<file path="src/rtl/ram_port_arbiter_if.sv">
// Bundle of requester, response, RAM-side and status signals for ram_port_arbiter.
// The arbiter connects through the slave modport; requesters/RAM model use master.
interface ram_port_arbiter_if #(
  parameter int DATA_W = 8,
  parameter int CMD_W  = DATA_W + 2
);
  logic              req0_valid;
  logic [CMD_W-1:0]  req0_data;
  logic              req0_ready;
  logic              rsp0_valid;
  logic [DATA_W-1:0] rsp0_data;

  logic              req1_valid;
  logic [CMD_W-1:0]  req1_data;
  logic              req1_ready;
  logic              rsp1_valid;
  logic [DATA_W-1:0] rsp1_data;

  logic [CMD_W-1:0]  ram_din;
  logic              ram_rx_valid;
  logic              ram_tx_valid;
  logic [DATA_W-1:0] ram_dout;

  logic              owner;
  logic              busy;
  logic              timeout_err;

  modport slave (
    input  req0_valid, req0_data, req1_valid, req1_data, ram_tx_valid, ram_dout,
    output req0_ready, rsp0_valid, rsp0_data, req1_ready, rsp1_valid, rsp1_data,
    output ram_din, ram_rx_valid, owner, busy, timeout_err
  );

  modport master (
    output req0_valid, req0_data, req1_valid, req1_data, ram_tx_valid, ram_dout,
    input  req0_ready, rsp0_valid, rsp0_data, req1_ready, rsp1_valid, rsp1_data,
    input  ram_din, ram_rx_valid, owner, busy, timeout_err
  );
endinterface

</file>
<file path="src/rtl/ram_port_arbiter.sv">
// Two-requester arbiter for a single-port command RAM. A grant is held for a whole
// address/data transaction so the RAM's internal address register is never shared mid-pair.
module ram_port_arbiter #(
  parameter int DATA_W  = 8,
  parameter int CMD_W   = DATA_W + 2,
  parameter int TIMEOUT = 16
) (
  input logic               clk,
  input logic               rst,
  ram_port_arbiter_if.slave bus
);

  localparam int CNT_W = $clog2(TIMEOUT + 1);
  localparam logic [CNT_W-1:0] CNT_ZERO = {CNT_W{1'b0}};
  localparam logic [CNT_W-1:0] CNT_ONE  = CNT_W'(1);
  localparam logic [CNT_W-1:0] CNT_LAST = CNT_W'(TIMEOUT - 1);

  localparam logic [1:0] OP_WR_DATA = 2'b01;
  localparam logic [1:0] OP_RD_DATA = 2'b11;

  typedef enum logic [1:0] {
    IDLE    = 2'd0,
    LOCK    = 2'd1,
    WAIT_RD = 2'd2
  } state_e;

  state_e            state_q, state_d;
  logic              owner_q, owner_d;
  logic              last_owner_q, last_owner_d;
  logic [CNT_W-1:0]  cnt_q, cnt_d;

  logic [CMD_W-1:0]  ram_din_q, ram_din_d;
  logic              ram_rx_valid_q, ram_rx_valid_d;
  logic              rsp0_valid_q, rsp0_valid_d;
  logic [DATA_W-1:0] rsp0_data_q, rsp0_data_d;
  logic              rsp1_valid_q, rsp1_valid_d;
  logic [DATA_W-1:0] rsp1_data_q, rsp1_data_d;
  logic              timeout_err_q, timeout_err_d;

  logic              own_valid;
  logic [CMD_W-1:0]  own_word;
  logic [1:0]        own_op;
  logic              accept;
  logic              rd_done;
  logic              force_release;
  logic              grant;

  assign own_valid     = owner_q ? bus.req1_valid : bus.req0_valid;
  assign own_word      = owner_q ? bus.req1_data  : bus.req0_data;
  assign own_op        = own_word[CMD_W-1 -: 2];
  assign accept        = (state_q == LOCK) && own_valid;
  assign rd_done       = (state_q == WAIT_RD) && bus.ram_tx_valid;
  // An accepted word or a returned read beats an expiring counter on the same edge.
  assign force_release = (cnt_q == CNT_LAST) &&
                         (((state_q == LOCK) && !accept) || ((state_q == WAIT_RD) && !rd_done));
  // Prefer the requester that did not own the previous transaction.
  assign grant         = last_owner_q ? !bus.req0_valid : bus.req1_valid;

  always_ff @(posedge clk) begin
    if (rst) begin
      state_q        <= IDLE;
      owner_q        <= 1'b0;
      last_owner_q   <= 1'b1;
      cnt_q          <= CNT_ZERO;
      ram_din_q      <= {CMD_W{1'b0}};
      ram_rx_valid_q <= 1'b0;
      rsp0_valid_q   <= 1'b0;
      rsp0_data_q    <= {DATA_W{1'b0}};
      rsp1_valid_q   <= 1'b0;
      rsp1_data_q    <= {DATA_W{1'b0}};
      timeout_err_q  <= 1'b0;
    end else begin
      state_q        <= state_d;
      owner_q        <= owner_d;
      last_owner_q   <= last_owner_d;
      cnt_q          <= cnt_d;
      ram_din_q      <= ram_din_d;
      ram_rx_valid_q <= ram_rx_valid_d;
      rsp0_valid_q   <= rsp0_valid_d;
      rsp0_data_q    <= rsp0_data_d;
      rsp1_valid_q   <= rsp1_valid_d;
      rsp1_data_q    <= rsp1_data_d;
      timeout_err_q  <= timeout_err_d;
    end
  end

  always_comb begin
    state_d      = state_q;
    owner_d      = owner_q;
    last_owner_d = last_owner_q;
    cnt_d        = cnt_q;
    case (state_q)
      IDLE: begin
        cnt_d = CNT_ZERO;
        if (bus.req0_valid || bus.req1_valid) begin
          state_d = LOCK;
          owner_d = grant;
        end else begin
          state_d = IDLE;
        end
      end
      LOCK: begin
        if (accept) begin
          cnt_d = CNT_ZERO;
          case (own_op)
            OP_WR_DATA: begin
              state_d      = IDLE;
              last_owner_d = owner_q;
            end
            OP_RD_DATA: state_d = WAIT_RD;
            default:    state_d = LOCK;
          endcase
        end else if (force_release) begin
          state_d      = IDLE;
          last_owner_d = owner_q;
          cnt_d        = CNT_ZERO;
        end else begin
          cnt_d = cnt_q + CNT_ONE;
        end
      end
      WAIT_RD: begin
        if (rd_done || force_release) begin
          state_d      = IDLE;
          last_owner_d = owner_q;
          cnt_d        = CNT_ZERO;
        end else begin
          cnt_d = cnt_q + CNT_ONE;
        end
      end
      default: begin
        state_d = IDLE;
        cnt_d   = CNT_ZERO;
      end
    endcase
  end

  always_comb begin
    ram_din_d      = ram_din_q;
    ram_rx_valid_d = 1'b0;
    rsp0_valid_d   = 1'b0;
    rsp0_data_d    = rsp0_data_q;
    rsp1_valid_d   = 1'b0;
    rsp1_data_d    = rsp1_data_q;
    timeout_err_d  = force_release;
    if (accept) begin
      ram_din_d      = own_word;
      ram_rx_valid_d = 1'b1;
    end else begin
      ram_rx_valid_d = 1'b0;
    end
    if (rd_done && owner_q) begin
      rsp1_valid_d = 1'b1;
      rsp1_data_d  = bus.ram_dout;
    end else if (rd_done) begin
      rsp0_valid_d = 1'b1;
      rsp0_data_d  = bus.ram_dout;
    end else begin
      rsp0_valid_d = 1'b0;
      rsp1_valid_d = 1'b0;
    end
  end

  assign bus.req0_ready   = (state_q == LOCK) && !owner_q;
  assign bus.req1_ready   = (state_q == LOCK) && owner_q;
  assign bus.busy         = (state_q != IDLE);
  assign bus.owner        = owner_q;
  assign bus.ram_din      = ram_din_q;
  assign bus.ram_rx_valid = ram_rx_valid_q;
  assign bus.rsp0_valid   = rsp0_valid_q;
  assign bus.rsp0_data    = rsp0_data_q;
  assign bus.rsp1_valid   = rsp1_valid_q;
  assign bus.rsp1_data    = rsp1_data_q;
  assign bus.timeout_err  = timeout_err_q;

endmodule
</file>
<file path="src/flat_wrapper.sv">
// flat-port wrapper written by rule: the top's interface ports become plain ports
module ram_port_arbiter_flat 
#(
  parameter int DATA_W  = 8,
  parameter int CMD_W   = DATA_W + 2,
  parameter int TIMEOUT = 16
)
  (clk, rst, bus_req0_valid, bus_req0_data, bus_req1_valid, bus_req1_data, bus_ram_tx_valid, bus_ram_dout, bus_req0_ready, bus_rsp0_valid, bus_rsp0_data, bus_req1_ready, bus_rsp1_valid, bus_rsp1_data, bus_ram_din, bus_ram_rx_valid, bus_owner, bus_busy, bus_timeout_err);
  ram_port_arbiter_if #(.DATA_W(DATA_W), .CMD_W(CMD_W)) bus_i ();
  input logic clk;
  input logic rst;
  input wire logic [$bits(bus_i.req0_valid)-1:0] bus_req0_valid;
  input wire logic [$bits(bus_i.req0_data)-1:0] bus_req0_data;
  input wire logic [$bits(bus_i.req1_valid)-1:0] bus_req1_valid;
  input wire logic [$bits(bus_i.req1_data)-1:0] bus_req1_data;
  input wire logic [$bits(bus_i.ram_tx_valid)-1:0] bus_ram_tx_valid;
  input wire logic [$bits(bus_i.ram_dout)-1:0] bus_ram_dout;
  output wire logic [$bits(bus_i.req0_ready)-1:0] bus_req0_ready;
  output wire logic [$bits(bus_i.rsp0_valid)-1:0] bus_rsp0_valid;
  output wire logic [$bits(bus_i.rsp0_data)-1:0] bus_rsp0_data;
  output wire logic [$bits(bus_i.req1_ready)-1:0] bus_req1_ready;
  output wire logic [$bits(bus_i.rsp1_valid)-1:0] bus_rsp1_valid;
  output wire logic [$bits(bus_i.rsp1_data)-1:0] bus_rsp1_data;
  output wire logic [$bits(bus_i.ram_din)-1:0] bus_ram_din;
  output wire logic [$bits(bus_i.ram_rx_valid)-1:0] bus_ram_rx_valid;
  output wire logic [$bits(bus_i.owner)-1:0] bus_owner;
  output wire logic [$bits(bus_i.busy)-1:0] bus_busy;
  output wire logic [$bits(bus_i.timeout_err)-1:0] bus_timeout_err;
  assign bus_i.req0_valid = bus_req0_valid;
  assign bus_i.req0_data = bus_req0_data;
  assign bus_i.req1_valid = bus_req1_valid;
  assign bus_i.req1_data = bus_req1_data;
  assign bus_i.ram_tx_valid = bus_ram_tx_valid;
  assign bus_i.ram_dout = bus_ram_dout;
  assign bus_req0_ready = bus_i.req0_ready;
  assign bus_rsp0_valid = bus_i.rsp0_valid;
  assign bus_rsp0_data = bus_i.rsp0_data;
  assign bus_req1_ready = bus_i.req1_ready;
  assign bus_rsp1_valid = bus_i.rsp1_valid;
  assign bus_rsp1_data = bus_i.rsp1_data;
  assign bus_ram_din = bus_i.ram_din;
  assign bus_ram_rx_valid = bus_i.ram_rx_valid;
  assign bus_owner = bus_i.owner;
  assign bus_busy = bus_i.busy;
  assign bus_timeout_err = bus_i.timeout_err;
  ram_port_arbiter #(.DATA_W(DATA_W), .CMD_W(CMD_W), .TIMEOUT(TIMEOUT)) u_core (.clk(clk), .rst(rst), .bus(bus_i));
endmodule
</file>
<file path="config.mk">
export PLATFORM = sky130hd
export DESIGN_NAME = ram_port_arbiter_flat
export DESIGN_NICKNAME = d
export VERILOG_FILES = /design/src/rtl/ram_port_arbiter_if.sv /design/src/rtl/ram_port_arbiter.sv /design/src/flat_wrapper.sv
export SDC_FILE = /design/constraint.sdc
export NUM_CORES = 1
export LEC_CHECK = 0
export ABC_CLOCK_PERIOD_IN_PS = 2700
export BUFFER_PORTS_ARGS = -buffer_cell sky130_fd_sc_hd__buf_2
export CAP_MARGIN = 20
export CORE_ASPECT_RATIO = 1.1
export CORE_MARGIN = 2
export CORE_UTILIZATION = 25
export DETAILED_ROUTE_END_ITERATION = 8
export GPL_TIMING_DRIVEN = 0
export HOLD_SLACK_MARGIN = 0.1
export PLACE_DENSITY = 0.5
export SYNTH_ARGS = -nofsm -noshare
export SYNTH_HDL_FRONTEND = slang
export SYNTH_SLANG_ARGS = --single-unit
</file>
<file path="constraint.sdc">
create_clock -name clk -period 2.7 [get_ports clk]
set_clock_uncertainty 0.2 [all_clocks]
set_input_delay 0.405 -clock clk [delete_from_list [all_inputs] [get_ports clk]]
set_output_delay 0.405 -clock clk [all_outputs]
set_load 0.02 [all_outputs]
</file>
==> impl_results.md, run 1 <==
- Floorplan die area: 0.00702 sq mm
- Layout overhead on the synthesized area: 34.1%
- Diode insertion count for antenna repair: 0
- Standard-cell rows: 30
- Core footprint: 0.00616 sq mm
- Largest voltage drop on the vdd net: 0.279 mV
- Final nets: a little under 300
- Setup repair after global routing missed its margin: false
- Number of setup violations in the final report: 0
- Data arrival at the endpoint of the critical path: roughly 1.7 ns
- Nature of the critical path startpoint: flip-flop
- Relative contribution of combinational cells to total power: 0.153
- Clock slew at the register clock pins of the worst setup and hold paths: roughly 0.08 ns
- Routability-driven placement congestion ratio: 0.720
- Type of the worst setup path: flip-flop to output pin
- Height of the die: a little under 90 um
- CTS Buffer Depth: 2
- Number of buffers inserted for hold repair after clock tree synthesis: 0
- Share of synthesized cell area in and, or, nand and nor gates: 0.220
- Count of final max-slew check failures: 0
- Post-detailed-placement half-perimeter wirelength: about 3.0 mm
- Num CTS Buffers: 5
- Critical path peak fanout: 10
- Normalized max-slew margin: 0.627
- WL final: 4.01 mm
- Met1 track demand over resource: 0.139
- Area of the multi-input gates: 744 sq um
- Gate count of the mapped netlist: around 180
- Iter 0 DRT Violations: 93
- Final Hold Vio Count: 0
- XOR/XNOR share of the synthesized area: 0.0110
- Synthesized-area fraction occupied by adder cells: 0.0393
- Count of buffers added by post-CTS timing repair for setup: 0
- Maxcap violations: 0
- Final Non-Filler Cells: 337
- Master cell of the clock root buffer: sky130_fd_sc_hd__clkbuf_8
- Final period utilization: 0.835
- Starting Density: 0.258
- Met3 Usage GRT: 0.0433
- Class of the most critical hold timing path: input pin to flip-flop
- Final period demand of the worst path: 2.26 ns
- Largest net degree at the start of global routing: 13
- Switching Fraction: 0.255
- Clk_lat worst skew: 0.28 ns
- Via density: 4.31
- Total via count in the routed design: 1,451
- Sequential cell area fraction in the yosys report: 0.491
- Synthesized-area fraction occupied by ao, oa, aoi and oai cells: 0.122
- Number of storage elements in the synthesis netlist: 39
- Ratio of cells with drive above 1 in the final layout: 0.307
- Highest achievable clock rate: 443 MHz
- Post-DRT Antenna Nets: 0
- Clock share of power: 0.381
- Syn Std Cell Area: 0.00159 sq mm
- Routed length per placed instance: about 12 um
- Pre-Repair DR Iteration Count: 4
- Initial antenna violation count: 0
- Overflow left after global routing: 0
- Sequential power share: 0.467
- PD cells: 616 mW/mm^2
- Largest family of logic cells by synthesized area: simple AND/OR/NAND/NOR gates
- Pint: between 900 and 1000 uW
- Overall die width: 80.0 um
- Via count of the first global-routing pass: 1,250
- Count of synthesis-stage warnings from yosys: 0
- Met2 capacity usage during global routing: 0.179
- Mux cell area share after synthesis: 0.0755
- Library cells used by synthesis: 29
- Kind of capture point of the worst setup path: output pin
- CTS tree: done
- Most used routing layer in global routing: met2
- CTS-repair resized insts: 0
- Tot GR Track Use: 0.112
- DRC violations left: 0
- Top Ports: 67
- Net Count, Synth: roughly 220
- Maximum level of the CTS H-tree: 2
- Switching pwr: about 340 uW
- Post-Place Cells: approximately 330
- Outcome: finished, final reports clean
- Count of input and output buffers: 65
- Sink Count: 39
- R2R Setup Slk: approximately 0.70 ns
- First-pass GRT wire length: 6.02 mm
- FILL cells: between 600 and 700
- Mean instance size in the synthesized netlist: 8.64 sq um
- Required time worst endpoint: 2.10 ns
- Summed negative setup slack over all endpoints: 0 ns
- Leakage power of the design: about 0.00094 uW
- Transition time of the tightest slew-check pin: between 0.5 and 0.6 ns
- Sequential Area: 781 sq um
worst paths after layout:
check / to / depth (start not counted) / from
setup reg to reg: u_core.bus.rsp1_data[7]$_SDFFE_PP0P_ / 5 / u_core.bus.owner$_SDFFE_PP0P_
hold / removal: u_core.bus.rsp1_data[0]$_SDFFE_PP0P_ / 3 / bus_ram_dout[0]
setup / recovery: bus_req1_ready / 4 / u_core.bus.owner$_SDFFE_PP0P_
hold reg to reg: u_core.bus.rsp0_data[7]$_SDFFE_PP0P_ / 2 / u_core.bus.rsp0_data[7]$_SDFFE_PP0P_
layer usage:
metal  wire length, um  part of all wire
met3               327             0.082
met2              1760              0.44
met5                 0                 0
met1              1900              0.47
met4                25            0.0062
final cells by class:
class                   instances  share of cell area
plain buffers                  10              0.0199
clock buffers                   6              0.0387
clock inverters                 2              0.0164
inverters                       6              0.0106
multi-input cells             129               0.349
flip-flops and latches         39               0.366
well taps                      80              0.0469
repair buffers                 65               0.152
critical path, stage by stage (launching register included):
cell and delay (ns):
sky130_fd_sc_hd__dfxtp_1 0.42, sky130_fd_sc_hd__buf_2 0.30, sky130_fd_sc_hd__buf_2 0.32, sky130_fd_sc_hd__and2_1 0.16
sky130_fd_sc_hd__buf_2 0.15
sequential cells by signal (all words and copies together), names as in the netlist:
signal                   count
u_core.cnt_q                 5
u_core.bus.rsp0_data         8
u_core.bus.timeout_err       1
u_core.bus.rsp1_valid        1
u_core.last_owner_q          1
u_core.bus.ram_din          10
u_core.bus.rsp0_valid        1
u_core.bus.ram_rx_valid      1
u_core.state_q               2
u_core.bus.rsp1_data         8
u_core.bus.owner             1
placed cells by master (no fill, tap or decap), drive strengths merged:
cell type and count:
buf 71, dfxtp 39, nand2 35, nor2 22
a21oi 19, mux2i 12, clkbuf 10, a211oi 8
inv 6, ha 5, nor2b 4, o21ai 3
and3 2, and2 2, nor3b 2, nand3 2
nand4 2, a31oi 1, and3b 1, a311oi 1
or4b 1, xor2 1, xnor2 1, or2 1
nor3 1, nand4b 1, a32oi 1, nand2b 1
bufinv 1, clkinv 1
synth_stat cells, drive strengths merged:
cell type	n	area (sq um)
a311oi	1	8.76
nand4b	1	8.76
a31oi	1	6.26
nor3b	2	15.0
nand2b	1	6.26
a211oi	8	60.1
xnor2	1	8.76
nand2	35	131
buf	6	27.5
clkbuf	4	15.0
mux2i	12	120
inv	6	22.5
a21oi	19	95.1
and3	2	12.5
and2	2	12.5
and3b	1	8.76
nor3	1	5.00
ha	5	62.6
nand3	2	10.0
a32oi	1	8.76
nand4	2	12.5
xor2	1	8.76
or4b	1	13.8
nor2b	4	25.0
dfxtp	39	781
or2	1	6.26
o21ai	3	15.0
nor2	22	82.6
kinds of logic (layout without fill, tap and decap cells):
group | count (synthesis) | after routing
flip-flops | 39 | 39
buffers and inverters | 16 | 89
adder cells (fa/ha/maj) | 5 | 5
XOR/XNOR | 2 | 2
multiplexers | 12 | 12
AO/OA/AOI/OAI | 33 | 33
AND/OR/NAND/NOR | 77 | 77
power groups by stage:
stage	Sequential [uW]	Combinational (uW)	Clock (uW)
5_1_grt	617	222	541
6_report	614	201	500
3_5_place_dp	627	204	0
3_3_place_gp	627	203	0
4_1_cts	614	204	515
2_1_floorplan	648	104	0
per-stage QoR:
step	util	hold slack, ns	area (sq um)	power [uW]	setup slack (ns)
CTS	0.347	0.155	2130	1330	0.416
global route	0.347	0.160	2130	1380	0.347
global placement	0.327	0.235	2020	830	0.721
finish	0.347	0.167	2130	1310	0.444
detailed placement	0.327	0.238	2020	831	0.691
floorplan	-	0.218	1590	752	0.870
No activity file was read; power rests on OpenSTA's default activity.
==> run 2: changes to the inputs <==
--- a/config.mk
+++ b/config.mk
@@ -5,7 +5,7 @@
 export SDC_FILE = /design/constraint.sdc
 export NUM_CORES = 1
 export LEC_CHECK = 0
-export ABC_CLOCK_PERIOD_IN_PS = 2700
+export ABC_CLOCK_PERIOD_IN_PS = 2100
 export BUFFER_PORTS_ARGS = -buffer_cell sky130_fd_sc_hd__buf_2
 export CAP_MARGIN = 20
 export CORE_ASPECT_RATIO = 1.1
==> constraint.sdc (replaced) <==
create_clock -name clk -period 2.1 [get_ports clk]
set_clock_uncertainty 0.2 [all_clocks]
set_input_delay 0.315 -clock clk [delete_from_list [all_inputs] [get_ports clk]]
set_output_delay 0.315 -clock clk [all_outputs]
set_load 0.02 [all_outputs]
==> impl_results.md, run 2 (same netlist as run 1, synthesis figures left out) <==
- Outcome: finished, final reports clean
- PD cells: 766 mW/mm^2
- Initial antenna violation count: 0
- Height of the die: between 80 and 90 um
- Maximum level of the CTS H-tree: 2
- Summed negative setup slack over all endpoints: 0 ns
- WL final: around 4.1 mm
- Floorplan die area: 0.00702 sq mm
- Layout overhead on the synthesized area: 39.9%
- Final period utilization: 0.950
- Tot GR Track Use: 0.113
- DRC violations left: 0
- Critical path peak fanout: 10
- Via density: around 4.3
- Starting Density: 0.258
- Nature of the critical path startpoint: flip-flop
- Standard-cell rows: 30
- Final nets: slightly above 300
- Ratio of cells with drive above 1 in the final layout: 0.302
- Post-Place Cells: 329
- Data arrival at the endpoint of the critical path: 1.48 ns
- Core footprint: 0.00616 sq mm
- Largest net degree at the start of global routing: 13
- Count of input and output buffers: 65
- Pre-Repair DR Iteration Count: 4
- Class of the most critical hold timing path: input pin to flip-flop
- Post-DRT Antenna Nets: 0
- Master cell of the clock root buffer: sky130_fd_sc_hd__clkbuf_8
- Overflow left after global routing: 0
- Clk_lat worst skew: 0.28 ns
- Number of setup violations in the final report: 0
- Final Non-Filler Cells: 345
- Sink Count: 39
- CTS tree: done
- Leakage power of the design: 0.000979 uW
- Top Ports: 67
- Final period demand of the worst path: between 1.5 and 2 ns
- Diode insertion count for antenna repair: 0
- Highest achievable clock rate: 501 MHz
- Clock slew at the register clock pins of the worst setup and hold paths: 0.08 ns
- Setup Slack @ Placement: between 0.09 and 0.1 ns
- Routability-driven placement congestion ratio: 0.720
- Routed length per placed instance: 11.8 um
- Total via count in the routed design: 1,479
- Iter 0 DRT Violations: 82
- Leading cell type in the layout, fill and taps excluded: sky130_fd_sc_hd__buf_2
- Normalized max-slew margin: 0.626
- Post-detailed-placement half-perimeter wirelength: slightly below 3 mm
- Hold slack: 0.151 ns
- Via count of the first global-routing pass: 1,282
- Transition time of the tightest slew-check pin: 0.558 ns
- Largest voltage drop on the vdd net: 0.359 mV
- Overall die width: 80.0 um
- First-pass GRT wire length: 6.10 mm
- Final Worst Setup Slack: 0.106 ns
- Final Hold Vio Count: 0
- Maxcap violations: 0
- Type of the worst setup path: flip-flop to output pin
- Count of buffers added by post-CTS timing repair for setup: 0
- CTS Buffer Depth: 2
- FILL cells: roughly 690
- Num CTS Buffers: 5
- Max FFs per register: 10
- Required time worst endpoint: 1.58 ns
- Power consumption: 1700 uW
- Most frequent cells in the layout: sky130_fd_sc_hd__buf_2, sky130_fd_sc_hd__dfxtp_1, sky130_fd_sc_hd__nand2_1, sky130_fd_sc_hd__nor2_1, sky130_fd_sc_hd__a21oi_1
- Kind of capture point of the worst setup path: output pin
- Setup repair after global routing missed its margin: false
- Count of final max-slew check failures: 0
run 2: layer usage:
metal | track usage | wire length, um | share of wire
met1 | 0.140 | 1920 | 0.47
met2 | 0.182 | 1770 | 0.44
met3 | 0.0423 | 341 | 0.084
met4 | 0.0370 | 25 | 0.0062
met5 | 0 | 0 | 0
run 2: per-stage QoR:
step	area, sq um	utilization
after global placement	2020	0.327
final	2220	0.361
after detailed placement	2020	0.327
after floorplan	1590	-
after CTS	2220	0.360
after global routing	2220	0.361
run 2: repair_timing:
action,CTS,global route
resized for setup,1,3
endpoints found under the hold margin,16,0
endpoints found under the setup margin,2,3
hold buffers,8,0
run 2: path summary, 6_finish.rpt:
kind                                         from                                    to  slack [ns]  cells past startpoint
max                 u_core.bus.owner$_SDFFE_PP0P_                        bus_req1_ready        0.11                      4
min                                bus_req1_valid         u_core.bus.owner$_SDFFE_PP0P_        0.15                      3
max reg2reg            u_core.cnt_q[0]$_SDFF_PP0_            u_core.cnt_q[1]$_SDFF_PP0_        0.20                      5
min reg2reg  u_core.bus.rsp0_data[7]$_SDFFE_PP0P_  u_core.bus.rsp0_data[7]$_SDFFE_PP0P_        0.25                      2
run 2: power by group:
group	internal, uW	total (uW)	switching (uW)
Sequential	771	789	18.4
Clock	384	641	257
Combinational	117	273	157
run 2: critical path, stage by stage, from the launching register on:
cell                      delay (ns)
sky130_fd_sc_hd__dfxtp_1        0.43
sky130_fd_sc_hd__buf_4          0.24
sky130_fd_sc_hd__buf_4          0.23
sky130_fd_sc_hd__and2_1         0.14
sky130_fd_sc_hd__buf_2          0.15
run 2: final cells by class:
cell class              count  area (sq um)  share of cell area
multi-input cells         129           751               0.337
clock buffers               6          82.6              0.0371
flip-flops and latches     39           781               0.351
clock inverters             2          35.0              0.0157
repair buffers             73           405               0.182
inverters                   6          22.5              0.0101
plain buffers              10          47.5              0.0214
well taps                  80           100              0.0450
